## src/rtl/calc_pkg.sv

```systemverilog
// Shared calculator types and constants.
// Used by the BCD entry path and its nibble corrector.
package calc_pkg;

   typedef enum logic [1:0] {
      IDLE    = 2'd0,
      CONVERT = 2'd1,
      DONE    = 2'd2
   } state_t;

   localparam int DIGITS         = 3;
   localparam int BIN_W          = 10;
   localparam int MAG_W          = 7;
   localparam int BCD_W          = 4 * DIGITS;
   localparam int MAG_MAX        = (2 ** MAG_W) - 1;
   localparam int BCD_ADJ_THRESH = 8;
   localparam int BCD_ADJ        = 3;
   localparam int ITER_W         = $clog2(BIN_W + 1);
   localparam int CNT_W          = $clog2(DIGITS + 1);

endpackage

```

## src/rtl/bcd_digit_adj.sv

```systemverilog
// Nibble corrector for reverse double-dabble.
// A shifted-in half-ten (>=8) is pulled back by 3.
module bcd_digit_adj
   import calc_pkg::*;
(
   input  logic [3:0] nib_i,
   output logic [3:0] nib_o
);

   // Subtract 3 from any nibble that landed at 8 or above
   always_comb begin
      nib_o = nib_i;
      if (nib_i >= 4'(BCD_ADJ_THRESH)) begin
         nib_o = nib_i - 4'(BCD_ADJ);
      end
   end

endmodule

```

## src/rtl/bcd_entry_decoder.sv

```systemverilog
// Decimal keypad entry to 8-bit sign-magnitude operand.
// Iterative reverse double-dabble, valid/ready result.
module bcd_entry_decoder
   import calc_pkg::*;
(
   input  logic             Clk,
   input  logic             Reset,
   input  logic             digit_valid,
   input  logic [3:0]       digit,
   output logic             digit_ready,
   input  logic             sign_toggle,
   input  logic             enter,
   output logic             busy,
   output logic             out_valid,
   input  logic             out_ready,
   output logic [MAG_W:0]   value,
   output logic             overflow,
   output logic             digit_error
);

   state_t             state_q, state_d;
   logic [BCD_W-1:0]   bcd_q, bcd_d;
   logic [BIN_W-1:0]   bin_q, bin_d;
   logic [ITER_W-1:0]  iter_q, iter_d;
   logic [CNT_W-1:0]   count_q, count_d;
   logic               sign_q, sign_d;
   logic [MAG_W:0]     value_q, value_d;
   logic               ovf_q, ovf_d;
   logic               err_q, err_d;

   logic [BCD_W-1:0]   bcd_shr;
   logic [BCD_W-1:0]   bcd_adj;
   logic [BIN_W-1:0]   bin_shr;
   logic               ovf_c;
   logic [MAG_W-1:0]   mag_c;
   logic               sign_c;
   logic               dig_take;
   logic               dig_ok;
   logic               last_iter;

   assign {bcd_shr, bin_shr} = {bcd_q, bin_q} >> 1;

   genvar g;
   generate
      for (g = 0; g < DIGITS; g++) begin : g_adj
         bcd_digit_adj u_adj (
            .nib_i (bcd_shr[4*g +: 4]),
            .nib_o (bcd_adj[4*g +: 4])
         );
      end
   endgenerate

   assign ovf_c  = (bin_shr > BIN_W'(MAG_MAX));
   assign mag_c  = ovf_c ? MAG_W'(MAG_MAX) : bin_shr[MAG_W-1:0];
   assign sign_c = sign_q & (mag_c != '0);

   assign digit_ready = (state_q == IDLE)
                      && (count_q < CNT_W'(DIGITS));
   assign dig_take    = digit_valid & digit_ready;
   assign dig_ok      = (digit <= 4'd9);
   assign last_iter   = (iter_q == ITER_W'(BIN_W - 1));

   assign busy        = (state_q == CONVERT) || (state_q == DONE);
   assign out_valid   = (state_q == DONE);
   assign value       = value_q;
   assign overflow    = ovf_q;
   assign digit_error = err_q;

   // Next-state: entry capture, conversion steps, result hand-off
   always_comb begin
      state_d = state_q;
      bcd_d   = bcd_q;
      bin_d   = bin_q;
      iter_d  = iter_q;
      count_d = count_q;
      sign_d  = sign_q;
      value_d = value_q;
      ovf_d   = ovf_q;
      err_d   = err_q;
      unique case (state_q)
         IDLE: begin
            if (dig_take) begin
               if (dig_ok) begin
                  bcd_d   = {bcd_q[BCD_W-5:0], digit};
                  count_d = count_q + 1'b1;
               end else begin
                  err_d = 1'b1;
               end
            end
            if (sign_toggle) begin
               sign_d = ~sign_q;
            end
            if (enter) begin
               state_d = CONVERT;
               bin_d   = '0;
               iter_d  = '0;
            end
         end
         CONVERT: begin
            bcd_d  = bcd_adj;
            bin_d  = bin_shr;
            iter_d = iter_q + 1'b1;
            if (last_iter) begin
               state_d = DONE;
               value_d = {sign_c, mag_c};
               ovf_d   = ovf_c;
            end
         end
         DONE: begin
            if (out_ready) begin
               state_d = IDLE;
               bcd_d   = '0;
               count_d = '0;
               sign_d  = 1'b0;
               err_d   = 1'b0;
            end
         end
         default: begin
            state_d = IDLE;
         end
      endcase
   end

   // State and datapath registers, synchronous reset
   always_ff @(posedge Clk) begin
      if (Reset) begin
         state_q <= IDLE;
         bcd_q   <= '0;
         bin_q   <= '0;
         iter_q  <= '0;
         count_q <= '0;
         sign_q  <= 1'b0;
         value_q <= '0;
         ovf_q   <= 1'b0;
         err_q   <= 1'b0;
      end else begin
         state_q <= state_d;
         bcd_q   <= bcd_d;
         bin_q   <= bin_d;
         iter_q  <= iter_d;
         count_q <= count_d;
         sign_q  <= sign_d;
         value_q <= value_d;
         ovf_q   <= ovf_d;
         err_q   <= err_d;
      end
   end

endmodule

```

## config.mk

```make
export PLATFORM = sky130hd
export DESIGN_NAME = bcd_entry_decoder
export DESIGN_NICKNAME = d
export VERILOG_FILES = /design/src/rtl/calc_pkg.sv /design/src/rtl/bcd_digit_adj.sv /design/src/rtl/bcd_entry_decoder.sv
export SDC_FILE = /design/constraint.sdc
export NUM_CORES = 1
export LEC_CHECK = 0
export ABC_AREA = 0
export CAP_MARGIN = 20
export CORE_AREA = 2 2 67 69
export CTS_CLUSTER_DIAMETER = 80
export CTS_CLUSTER_SIZE = 25
export DETAILED_ROUTE_END_ITERATION = 10
export DIE_AREA = 0 0 69 71
export PLACE_DENSITY = 0.73
export SLEW_MARGIN = 20
export SYNTH_ARGS = -nofsm -noshare
export SYNTH_HDL_FRONTEND = slang
export SYNTH_SLANG_ARGS = --single-unit
export TNS_END_PERCENT = 5
```

## constraint.sdc

```tcl
create_clock -name Clk -period 2 [get_ports Clk]
set_clock_uncertainty 0.2 [all_clocks]
set_input_delay 0.2 -clock Clk [delete_from_list [all_inputs] [get_ports Clk]]
set_output_delay 0.2 -clock Clk [all_outputs]
set_load 0.02 [all_outputs]
```

Yosys cells after proc, flatten, opt, wreduce, memory -nomap -nowiden
Cells that the tools add are included.
{"block": "op_classes", "n_addsub": 5, "n_reduce_logical": 14, "bitwise": 3, "eq_ne": 10, "n_mux": 25, "n_lt_le_gt_ge": 6}
{"cell": "2-to-1 mux 12 bit", "count": 3}
{"cell": "case mux 12 bit (3 select lines)", "count": 1}
{"cell": "case mux 10 bit (2 select lines)", "count": 1}
{"cell": "2-to-1 mux 4 bit", "count": 4}
{"cell": "!= test 2 bit, second input constant", "count": 6}
{"cell": "AND reduction 4 bit", "count": 3}
{"cell": "greater-than comparator 10 x 7 -> 1 bit, second input constant", "count": 1}
{"cell": "2-to-1 mux 10 bit", "count": 1}
{"cell": "2-to-1 mux 2 bit", "count": 5}
{"cell": "greater-or-equal comparator 4 bit, second input constant", "count": 2}
{"cell": "case mux 4 bit (2 select lines)", "count": 1}
{"cell": "subtractor 4 x 2 -> 4 bit, second input constant", "count": 2}
{"cell": "2-to-1 mux 7 bit", "count": 1}
{"cell": "nonzero test 7 bit", "count": 1}
{"cell": "case mux 2 bit (3 select lines)", "count": 1}
{"cell": "AND reduction 3 bit", "count": 2}
{"cell": "adder 4 x 1 -> 4 bit, second input constant", "count": 1}
{"cell": "== test 4 bit, second input constant", "count": 1}
{"cell": "greater-or-equal comparator 3 x 4 -> 1 bit, second input constant", "count": 1}
{"cell": "<= comparator 4 bit, second input constant", "count": 1}
{"cell": "2-to-1 mux 1 bit", "count": 4}
{"cell": "case mux 1 bit (2 select lines)", "count": 2}
{"cell": "case mux 2 bit (2 select lines)", "count": 1}
{"cell": "AND reduction 2 bit", "count": 2}
{"cell": "13 further kinds", "count": 15}
{"block": "totals", "out_inout_bits": 13, "register_bits": 41, "inputBits": 10, "wordCells": 72}

Depth between registers and ports, before layout
Gate-level depths: netlist of run 1.
{"block": "depth", "ltp_word": 5, "ltp_mapped": 8, "mapped_depth_nobuf": 6}

By module
A second synthesis of run 1 with hierarchy kept.
{"block": "hier_totals", "cells_unflattened": 255, "hier_area_um2": 2140.8}
{"module": "bcd_entry_decoder", "seq_area_each_um2": 800.8, "instances": 1, "area_each_um2": 1911.8, "cells_each": 222}
{"module": "bcd_digit_adj", "seq_area_each_um2": 0.0, "instances": 3, "area_each_um2": 76.3, "cells_each": 11}

Worst setup path before layout of run 1
No wires, ideal clock.
{"block": "synth_path", "kind": "flip-flop to flip-flop", "startpoint": "register state_q[0]", "endpoint": "register bcd_q[4]", "period_less_slack_ps": 1995, "n_path_buf": 1, "stages_incl_launch_ff": 8, "arrival_time_ps": 1716, "required_ps": 1721, "path_slack_ps": 5, "setup_time_ps": 79, "path_cell_list": "dfxtp_1 inv_1 ha_1 nor2b_1 a2111oi_4 buf_6 nor2_1 a211oi_2"}
{"block": "synth_via", "elab_cells_between_ends": 11, "classes_between": "5 x eq/ne; 1 x mux; 1 x bitwise; 4 x reduce/logical"}
{"element": "start: declaration", "line": "bcd_entry_decoder.sv:21", "rtl": "state_t state_q, state_d;"}
{"element": "start signal: assignment", "line": "bcd_entry_decoder.sv:137", "rtl": "state_q <= state_d;"}
{"element": "== test 2 bit (*)"}
{"element": "via out_valid", "line": "bcd_entry_decoder.sv:14", "rtl": "output logic out_valid,"}
{"element": "!= test 2 x 1 -> 1 bit (no line) or nonzero test 3 bit (tied branches)"}
{"element": "AND reduction 4 bit (no line)"}
{"element": "end signal: assignment", "line": "bcd_entry_decoder.sv:128", "rtl": "bcd_q <= '0;"}
{"element": "end signal: assignment", "line": "bcd_entry_decoder.sv:138", "rtl": "bcd_q <= bcd_d;"}
{"element": "end: declaration", "line": "bcd_entry_decoder.sv:22", "rtl": "logic [BCD_W-1:0] bcd_q, bcd_d;"}
The timed path passes the listed nets; every way through them passes the cells marked *.
A chain may end at the register's enable or synchronous reset.

Final worst setup path of run 1
{"block": "layout_path", "startpoint": "register state_q[1]", "endpoint": "register bcd_q[0]"}
{"block": "layout_via", "elab_chain_cells": 5, "elab_cells_between_ends": 11, "classes_between": "5 x eq/ne; 1 x mux; 1 x bitwise; 4 x reduce/logical"}
{"element": "logical NOT 2 bit", "line": "bcd_entry_decoder.sv:57, bcd_entry_decoder.sv:80"}
{"element": "logical AND 1 bit", "line": "bcd_entry_decoder.sv:58", "rtl": "&& (count_q < CNT_W'(DIGITS));"}
{"element": "AND 1 bit", "line": "bcd_entry_decoder.sv:59", "rtl": "assign dig_take = digit_valid & digit_ready;"}
{"element": "!= test 2 bit (no line)"}
{"element": "AND reduction 4 bit (no line)"}
Parallel ways exist; a longest one is shown, timed or not.

==> impl_metrics.toml, run 1 <==
[synth]
syn_nets = 251
synth_area_um2 = 2000
syn_inst = 230
synth.distinct_cells = 39
synth_seq_cells = 40
syn_avg_cell_area_um2 = 8.71
yosysWarnings = 0
yosysSeqAreaShare_pct = 40.0

[timing]
finalHoldViolCount = 0
relSlewSlack_pct = 66.3
slew_viol_final = 0
fmax_mhz = 518
post-route-period-util_pct = 96.5
whs_ps = 268
fin_crit_ps = 1930
worst_pin_slew_ps = 504
setup-violations-final = 0
setup_slack_ps = 69.3
fin_setup_tns_ps = 0

[die]
die_height_um = 71
core_um2 = 4200
die_w_um = 69
dieArea_um2 = 4900
ios = 23
initial_core_util_pct = 47.6
rows = 24

[grt]
grt_max_degree = 30
antenna_found_initial = 0
grt_pass1_vias = 1595
overflow = 0
grt_pass1_wl_mm = 7.20
grtUsageTotal_pct = 17.9

[power]
vdd_drop_max_mv = 0.371
power_mw = 2.01
p_per_area_nw_per_um2 = 795
leakagePower_nw = 0.973

[place]
place_ws_ps = -73.6
dp.cells = 308
detailed_place_hpwl_mm = 2.93
placed_area_um2 = 2380
place_congestion = 0.826
io_buffers = 22

[setup_path]
reg2reg_depth = 8
criticalPathCategory = "reg -> reg"
r2r-start = "state_q[1]$_SDFFE_PP0P_"
startpoint_type = "register"
cp_max_fo = 12
crit_path_end_kind = "register"
cp.required_ps = 2020
cp-startpoint = "state_q[1]$_SDFFE_PP0P_"
arrival_ps = 1950
crit_path_end = "bcd_q[0]$_SDFFE_PP0P_"
r2r_end = "bcd_q[0]$_SDFFE_PP0P_"
reg2reg_slack_ps = 70

[clock_network]
clk_latency_ps = 290
htree_num_levels = 2
cts_buffers = 5
cts_tree = "yes"
clock_path_buffers = 2
clock-sinks = 40
clk_pin_slew_worst_paths_ps = 80
cts_hold_buf = 0
cts-root-buf = "clkbuf_8"

[route]
ant_nets = 0
routed_wl_mm = 4.26
drt_iter0_drc = 71
drc_errors = 0
num_vias = 1726
routedWlPerCell_um = 13.4
routed_via_density = 5.43
dr.pass1.iters = 4

[final_layout]
final_nets = 286
final_common_cell = "nor2_1"
syn_to_final_growth_pct = 26.3
n_fill_cell = 370
stdcell_area_um2 = 2530
final_core_util_pct = 60.2
antenna_cells = 0
drive_gt1_share_pct = 18.0
final_cells = 318
final_cell_mix = "46 x nor2_1, 39 x dfxtp_1, 19 x clkdlybuf4s50_1, 17 x buf_4, 15 x a22oi_1"

[min_path]
hold_path_class = "reg -> reg"

[run_status]
status = "finished clean"

[flow_run]
maxCapViolations = 0
## worst max-delay path, stage by stage (launching register included)
cell and delay (ps):
dfxtp_2 330, buf_4 140, ha_1 200, nor2b_4 150
a2111oi_4 250, buf_4 190, clkbuf_16 170, nor2_1 50
a211oi_2 170
## registers in the layout, indices dropped and copies added (netlist names)
name         flops
bcd_q           12
bin_q            9
count_q          2
digit_error      1
iter_q           4
overflow         1
sign_q           1
state_q          2
value            8
## worst min-delay path by stage
stage	startpoint	endpoint	depth (start not counted)
after floorplan	enter	iter_q[2]$_SDFFE_PP0P_	3
after CTS	bcd_q[11]$_SDFFE_PP0P_	bcd_q[11]$_SDFFE_PP0P_	2
after detailed placement	bcd_q[11]$_SDFFE_PP0P_	bcd_q[11]$_SDFFE_PP0P_	2
after global placement	bcd_q[11]$_SDFFE_PP0P_	bcd_q[11]$_SDFFE_PP0P_	2
after global routing	count_q[0]$_SDFFE_PP0P_	count_q[0]$_SDFFE_PP0P_	1
final	bcd_q[11]$_SDFFE_PP0P_	bcd_q[11]$_SDFFE_PP0P_	2
## final cells by class
cell class	count	area [um^2]	area share (%)
clock inverters	2	15.0	0.593
inverters	11	41.3	1.63
flip-flops and latches	40	802	31.7
clock buffers	6	82.6	3.26
repair buffers	42	405	16.0
multi-input cells	165	1120	44.2
well taps	52	65.1	2.57
## routing by layer
| layer | vias up | track usage [%] | wire length (um) |
|---|---|---|---|
| met4 | 0 | 5.66 | 34 |
| met1 | 819 | 22.9 | 2040 |
| li1 | 884 | - | - |
| met2 | 19 | 29.3 | 2070 |
| met5 | - | 0 | 0 |
| met3 | 4 | 4.99 | 113 |
## cells by family after synthesis
group	share of synthesized area, %
compound gates	24.5
xor+xnor	1.75
fa+ha+maj	6.87
buf+inv	5.43
flops	40.0
mux	1.56
simple gates	19.9
## power breakdown
| part | leakage, nW | internal, mW | total, mW | switching, mW |
|---|---|---|---|---|
| combinational | 0.604 | 0.251 | 0.534 | 0.283 |
| clock | 0.0434 | 0.279 | 0.569 | 0.290 |
| sequential | 0.326 | 0.849 | 0.909 | 0.0603 |
## synthesized netlist by cell type, drive strengths merged
cell type	count	share of area [%]
a22oi	15	5.6
and2	1	0.31
ha	11	6.9
buf	6	1.9
mux2	1	0.56
a211oi	20	9.5
a2111oi	1	1.4
nand2	6	1.1
dfxtp	40	40
inv	10	1.9
a21o	2	0.75
or3b	1	0.44
o21ai	6	1.5
nor2b	3	0.94
and3	3	0.94
nand4	1	0.31
mux2i	2	1.0
nor4	2	0.62
a32oi	3	1.3
o211a	1	0.50
or3	1	0.31
xnor2	2	0.87
xor2	2	0.87
a21oi	9	2.2
nand3b	2	0.75
a221oi	1	0.44
o32ai	1	0.44
nor2	47	8.9
clkbuf	8	1.5
clkinv	1	0.19
nand3	5	1.2
nand2b	7	2.2
o311ai	2	0.87
nor3	7	1.7
## what timing repair did
| item | in CTS | in global routing |
|---|---|---|
| hold endpoints to repair | 0 | 0 |
| pin swaps | 0 | 3 |
| endpoints found under the setup margin | 3 | 17 |
| cloned | 0 | 1 |
| buffers inserted | 0 | 1 |
| gates resized for setup | 3 | 10 |
Note: power is estimated with default switching activity, not from simulation.
==> inputs of run 2 (changes only) <==
--- a/config.mk
+++ b/config.mk
@@ -7,12 +7,13 @@
 export LEC_CHECK = 0
 export ABC_AREA = 0
 export CAP_MARGIN = 20
-export CORE_AREA = 2 2 67 69
+export CORE_AREA = 2 2 62 64
 export CTS_CLUSTER_DIAMETER = 80
 export CTS_CLUSTER_SIZE = 25
 export DETAILED_ROUTE_END_ITERATION = 10
-export DIE_AREA = 0 0 69 71
-export PLACE_DENSITY = 0.73
+export DIE_AREA = 0 0 64 66
+export PLACE_DENSITY = 0.8
+export REMOVE_ABC_BUFFERS = 1
 export SLEW_MARGIN = 20
 export SYNTH_ARGS = -nofsm -noshare
 export SYNTH_HDL_FRONTEND = slang
==> constraint.sdc (replaced) <==
create_clock -name Clk -period 2.4 [get_ports Clk]
set_clock_uncertainty 0.2 [all_clocks]
set_input_delay 0.24 -clock Clk [delete_from_list [all_inputs] [get_ports Clk]]
set_output_delay 0.24 -clock Clk [all_outputs]
set_load 0.02 [all_outputs]
==> run 2 against run 1 <==
Clock power fell by 17%. Global-route usage up 3.5 points. Critical path depth is 5 lower. First-iteration DRC count rose by 37%. Core utilization is 7.4 points higher. Via count is 1.9% lower. Worst setup slack gained 70 ps. Critical endpoint is now busy.
==> impl_metrics.toml, run 2 (synthesis gave the netlist of run 1 again) <==
[setup_path]
arrival_ps = 1820
crit_path_end = "busy"
criticalPathCategory = "reg -> out"
critPathMaxStageDelay_ps = 610
reg2reg_depth = 7
cp.required_ps = 1960
r2r-start = "state_q[0]$_SDFFE_PP0P_"
r2r_end = "count_q[0]$_SDFFE_PP0P_"
reg2reg_slack_ps = 330
crit_path_end_kind = "output pin"
path_cells = "inv_1, ha_2, clkdlybuf4s50_1"
startpoint_type = "register"
crit_slowest_cell = "clkdlybuf4s50_1"
cp_max_fo = 5
cp-startpoint = "state_q[1]$_SDFFE_PP0P_"

[die]
die_w_um = 64
rows = 22
initial_core_util_pct = 56.4
core_um2 = 3550
ios = 23
die_height_um = 66
dieArea_um2 = 4220

[final_layout]
final_cell_mix = "46 x nor2_1, 40 x dfxtp_1, 21 x clkdlybuf4s50_1, 15 x a22oi_1, 12 x a211oi_1"
drive_gt1_share_pct = 12.5
final_common_cell = "nor2_1"
final_cells = 305
largest_reg_flops = 12
syn_to_final_growth_pct = 19.9
top_register = "bcd_q"
final_nets = 277
antenna_cells = 0

[place]
detailed_place_hpwl_mm = 2.84
io_buffers = 22
dp.cells = 297
place_congestion = 0.796
place_ws_ps = 284

[route]
routed_via_density = 5.55
ant_nets = 0
routed_wl_mm = 4.01
drc_errors = 0
routedWlPerCell_um = 13.2
num_vias = 1694
drt_iter0_drc = 97
dr.pass1.iters = 4

[timing]
relSlewSlack_pct = 62.5
worst_pin_slew_ps = 560
fmax_mhz = 442
fin_crit_ps = 2260
post-route-period-util_pct = 94.2
slew_viol_final = 0
setup_slack_ps = 139
grt_setup_unrepaired = "false"
finalHoldViolCount = 0
setup-violations-final = 0

[clock_network]
cts_buffers = 5
clk_pin_slew_worst_paths_ps = 120
clk_latency_ps = 370
cts_tree = "yes"
cts-root-buf = "clkbuf_4"
htree_num_levels = 2
clock-sinks = 40
clock_path_buffers = 2

[grt]
overflow = 0
grt_pass1_wl_mm = 7.09
grt_pass1_vias = 1596
antenna_found_initial = 0
grt_max_degree = 25
grtUsageTotal_pct = 21.4

[power]
leakagePower_nw = 0.910
vdd_drop_max_mv = 0.381
p_per_area_nw_per_um2 = 680

[flow_run]
maxCapViolations = 0

[min_path]
hold_path_class = "reg -> reg"

[run_status]
status = "finished clean"
## run 2: final cells by class
class	instances	area, um^2
clock buffers	5	37.5
clock inverters	3	47.5
fillers	297	1150
inverters	11	41.3
multi-input cells	165	1100
flip-flops and latches	40	801
well taps	48	60.1
repair buffers	33	318
## run 2: worst min-delay path by stage
| stage | from | endpoint | slack [ps] | depth (start not counted) |
|---|---|---|---|---|
| CTS | bcd_q[11]$_SDFFE_PP0P_ | bcd_q[11]$_SDFFE_PP0P_ | 280 | 2 |
| detailed placement | bcd_q[11]$_SDFFE_PP0P_ | bcd_q[11]$_SDFFE_PP0P_ | 260 | 2 |
| global route | value[7]$_SDFFE_PP0P_ | value[7]$_SDFFE_PP0P_ | 320 | 2 |
| floorplan | Reset | bcd_q[0]$_SDFFE_PP0P_ | 100 | 1 |
| global placement | bcd_q[11]$_SDFFE_PP0P_ | bcd_q[11]$_SDFFE_PP0P_ | 250 | 2 |
| finish | bcd_q[11]$_SDFFE_PP0P_ | bcd_q[11]$_SDFFE_PP0P_ | 280 | 2 |
## run 2: stage by stage
step	hold slack, ps	power [mW]	instance area [um^2]	setup TNS (ps)	utilization [%]
floorplan	105	1.02	1940	-744	-
global placement	253	1.16	2310	0	65.1
detailed placement	264	1.17	2310	0	65.1
CTS	283	1.64	2400	0	67.5
global route	319	1.72	2400	0	67.6
finish	277	1.63	2400	0	67.6
## run 2: metal layers
layer / vias up / GRT usage (%) / wire length (um)
li1: 871 / - / -
met1: 786 / 26.1 / 1850
met2: 29 / 35.8 / 1920
met3: 8 / 6.47 / 174
met4: 0 / 7.34 / 72
met5: - / 0 / 0
## run 2: worst max-delay path: cells and delay by family (launching register included)
family	cells	cell delay [ps]
DFF	1	400
adders and majority gates	1	370
buffers and inverters	2	690
## run 2: timing repair
| item | 4_1_cts | 5_1_grt |
|---|---|---|
| setup buffers | 0 | 0 |
| hold buffers | 0 | 0 |
| resized for setup | 0 | 2 |
| endpoints found under the hold margin | 0 | 0 |
| setup endpoints to repair | 0 | 1 |
## run 2: power by group
part           switching, mW  leakage (nW)  internal (mW)
Combinational          0.223         0.538          0.180
Clock                  0.248        0.0454          0.223
Sequential            0.0509         0.326          0.708
Total                  0.522         0.910           1.11
==> inputs of run 3 (changes only) <==
==> constraint.sdc (replaced) <==
create_clock -name Clk -period 2.4 [get_ports Clk]
set_clock_uncertainty 0.2 [all_clocks]
set_input_delay 0.48 -clock Clk [delete_from_list [all_inputs] [get_ports Clk]]
set_output_delay 0.48 -clock Clk [all_outputs]
set_load 0.02 [all_outputs]
==> run 3 against run 2 <==
Sequential power hardly changed. Core utilization decreased by 0.25 points. Power down 2.2%. Global-route usage is 0.87 points lower. Flip-flop and latch count stayed put. Worst hold slack improved by 4.8 ps. Routed wire length shrank 5.2%. Critical path depth did not move. Sequential share of layout area grew 0.12 points. Design area fell by 0.36%. Fmax increased by 1.3%. First-iteration DRC count rose by 28%. Critical path type unchanged. Largest power group unchanged. Highest routed layer unchanged.
==> impl_metrics.toml, run 3 (synthesis gave the netlist of run 1 again) <==
[setup_path]
criticalPathCategory = "reg -> out"
crit_path_end_kind = "output pin"
critPathMaxStageDelay_ps = 400
r2r_end = "bcd_q[7]$_SDFFE_PP0P_"
reg2reg_slack_ps = 230
reg2reg_depth = 8
arrival_ps = 1550
path_cells = "inv_1, ha_1, dlygate4sd2_1"
crit_slowest_cell = "dfxtp_1"
cp_max_fo = 5
startpoint_type = "register"
r2r-start = "state_q[0]$_SDFFE_PP0P_"
cp.required_ps = 1720

[grt]
grt_max_degree = 25
grt_pass1_wl_mm = 6.77
grt_pass1_vias = 1528
overflow = 0
grtUsageTotal_pct = 20.5
antenna_found_initial = 0

[route]
routed_via_density = 5.57
num_vias = 1700
dr.pass1.iters = 4
routedWlPerCell_um = 12.5
ant_nets = 0
drc_errors = 0
routed_wl_mm = 3.81
drt_iter0_drc = 124

[final_layout]
syn_to_final_growth_pct = 19.4
n_fill_cell = 285
final_nets = 277
final_common_cell = "nor2_1"
final_cell_mix = "46 x nor2_1, 40 x dfxtp_1, 19 x clkdlybuf4s50_1, 15 x a22oi_1"
multi_input_area_um2 = 1100
drive_gt1_share_pct = 12.1
top_register = "bcd_q"
regArea_um2 = 801
largest_reg_flops = 12
antenna_cells = 0
final_core_util_pct = 67.4

[clock_network]
clk_latency_ps = 350
cts_buffers = 5
clk_pin_slew_worst_paths_ps = 130
cts_tree = "yes"
cts-root-buf = "clkbuf_4"
clock_path_buffers = 2
htree_num_levels = 2
clock-sinks = 40
cts_setup_buffers = 0

[timing]
fmax_mhz = 448
fin_crit_ps = 2230
setup-violations-final = 0
slew_viol_final = 0
fin_setup_tns_ps = 0
whs_ps = 281
setup_slack_ps = 169
finalHoldViolCount = 0
relSlewSlack_pct = 61.0
post-route-period-util_pct = 93.0
worst_pin_slew_ps = 583
grt_setup_unrepaired = "false"

[min_path]
holdPathEnd = "bcd_q[11]$_SDFFE_PP0P_"
whs_path_depth = 2
hold_path_class = "reg -> reg"
min_from = "bcd_q[11]$_SDFFE_PP0P_"

[place]
place_congestion = 0.790
detailed_place_hpwl_mm = 2.68
place_ws_ps = 38.1
io_buffers = 22

[die]
initial_core_util_pct = 56.4
die_height_um = 66
rows = 22
ios = 23
core_um2 = 3550
die_w_um = 64
dieArea_um2 = 4220

[power]
vdd_drop_max_mv = 0.707
leakagePower_nw = 0.925
p_per_area_nw_per_um2 = 668
power_mw = 1.60

[run_status]
status = "finished clean"

[flow_run]
maxCapViolations = 0
run 3: worst max-delay path by stage:
stage,startpoint,end,slack (ps),depth (start not counted)
3_3_place_gp,digit[2],bcd_q[7]$_SDFFE_PP0P_,100,6
6_report,state_q[0]$_SDFFE_PP0P_,busy,170,3
4_1_cts,state_q[0]$_SDFFE_PP0P_,out_valid,50,3
3_5_place_dp,digit[2],bcd_q[7]$_SDFFE_PP0P_,40,6
2_1_floorplan,state_q[0]$_SDFFE_PP0P_,bcd_q[5]$_SDFFE_PP0P_,-70,6
5_1_grt,state_q[0]$_SDFFE_PP0P_,bcd_q[6]$_SDFFE_PP0P_,70,8
run 3: routing by layer:
layer	wire length [um]	vias to the layer above	global-route usage, %	share of wire, %
li1	-	879	-	-
met1	1910	783	26.3	50
met2	1710	32	32.6	45
met3	142	6	6.30	3.7
met4	50	0	7.34	1.3
met5	0	-	0	0
run 3: per-stage QoR:
stage	cells	cell area, um^2
2_1_floorplan	216	1940
3_3_place_gp	297	2310
3_5_place_dp	297	2310
4_1_cts	305	2380
5_1_grt	305	2390
6_report	305	2390
run 3: timing repair:
item / in CTS / in global routing
hold buffers: 0 / 0
gates resized for setup: 2 / 2
endpoints found under the setup margin: 2 / 2
hold endpoints to repair: 0 / 0
run 3: final cells by class:
cell class	instances	area share, %
clock buffer	6	1.73
multi-input combinational	165	45.9
clock inverter	2	1.46
tap	48	2.51
inverter	11	1.73
timing repair buffer	33	13.2
sequential	40	33.5
run 3: critical path: cells and delay by family (launching register included):
family     cells  cell delay, ps
flops          1             400
buf+inv        2             430
fa+ha+maj      1             360
run 3: where the power goes:
group          internal, mW  switching (mW)  total (mW)
sequential            0.708          0.0505       0.758
combinational         0.176           0.225       0.401
clock                 0.219           0.219       0.438
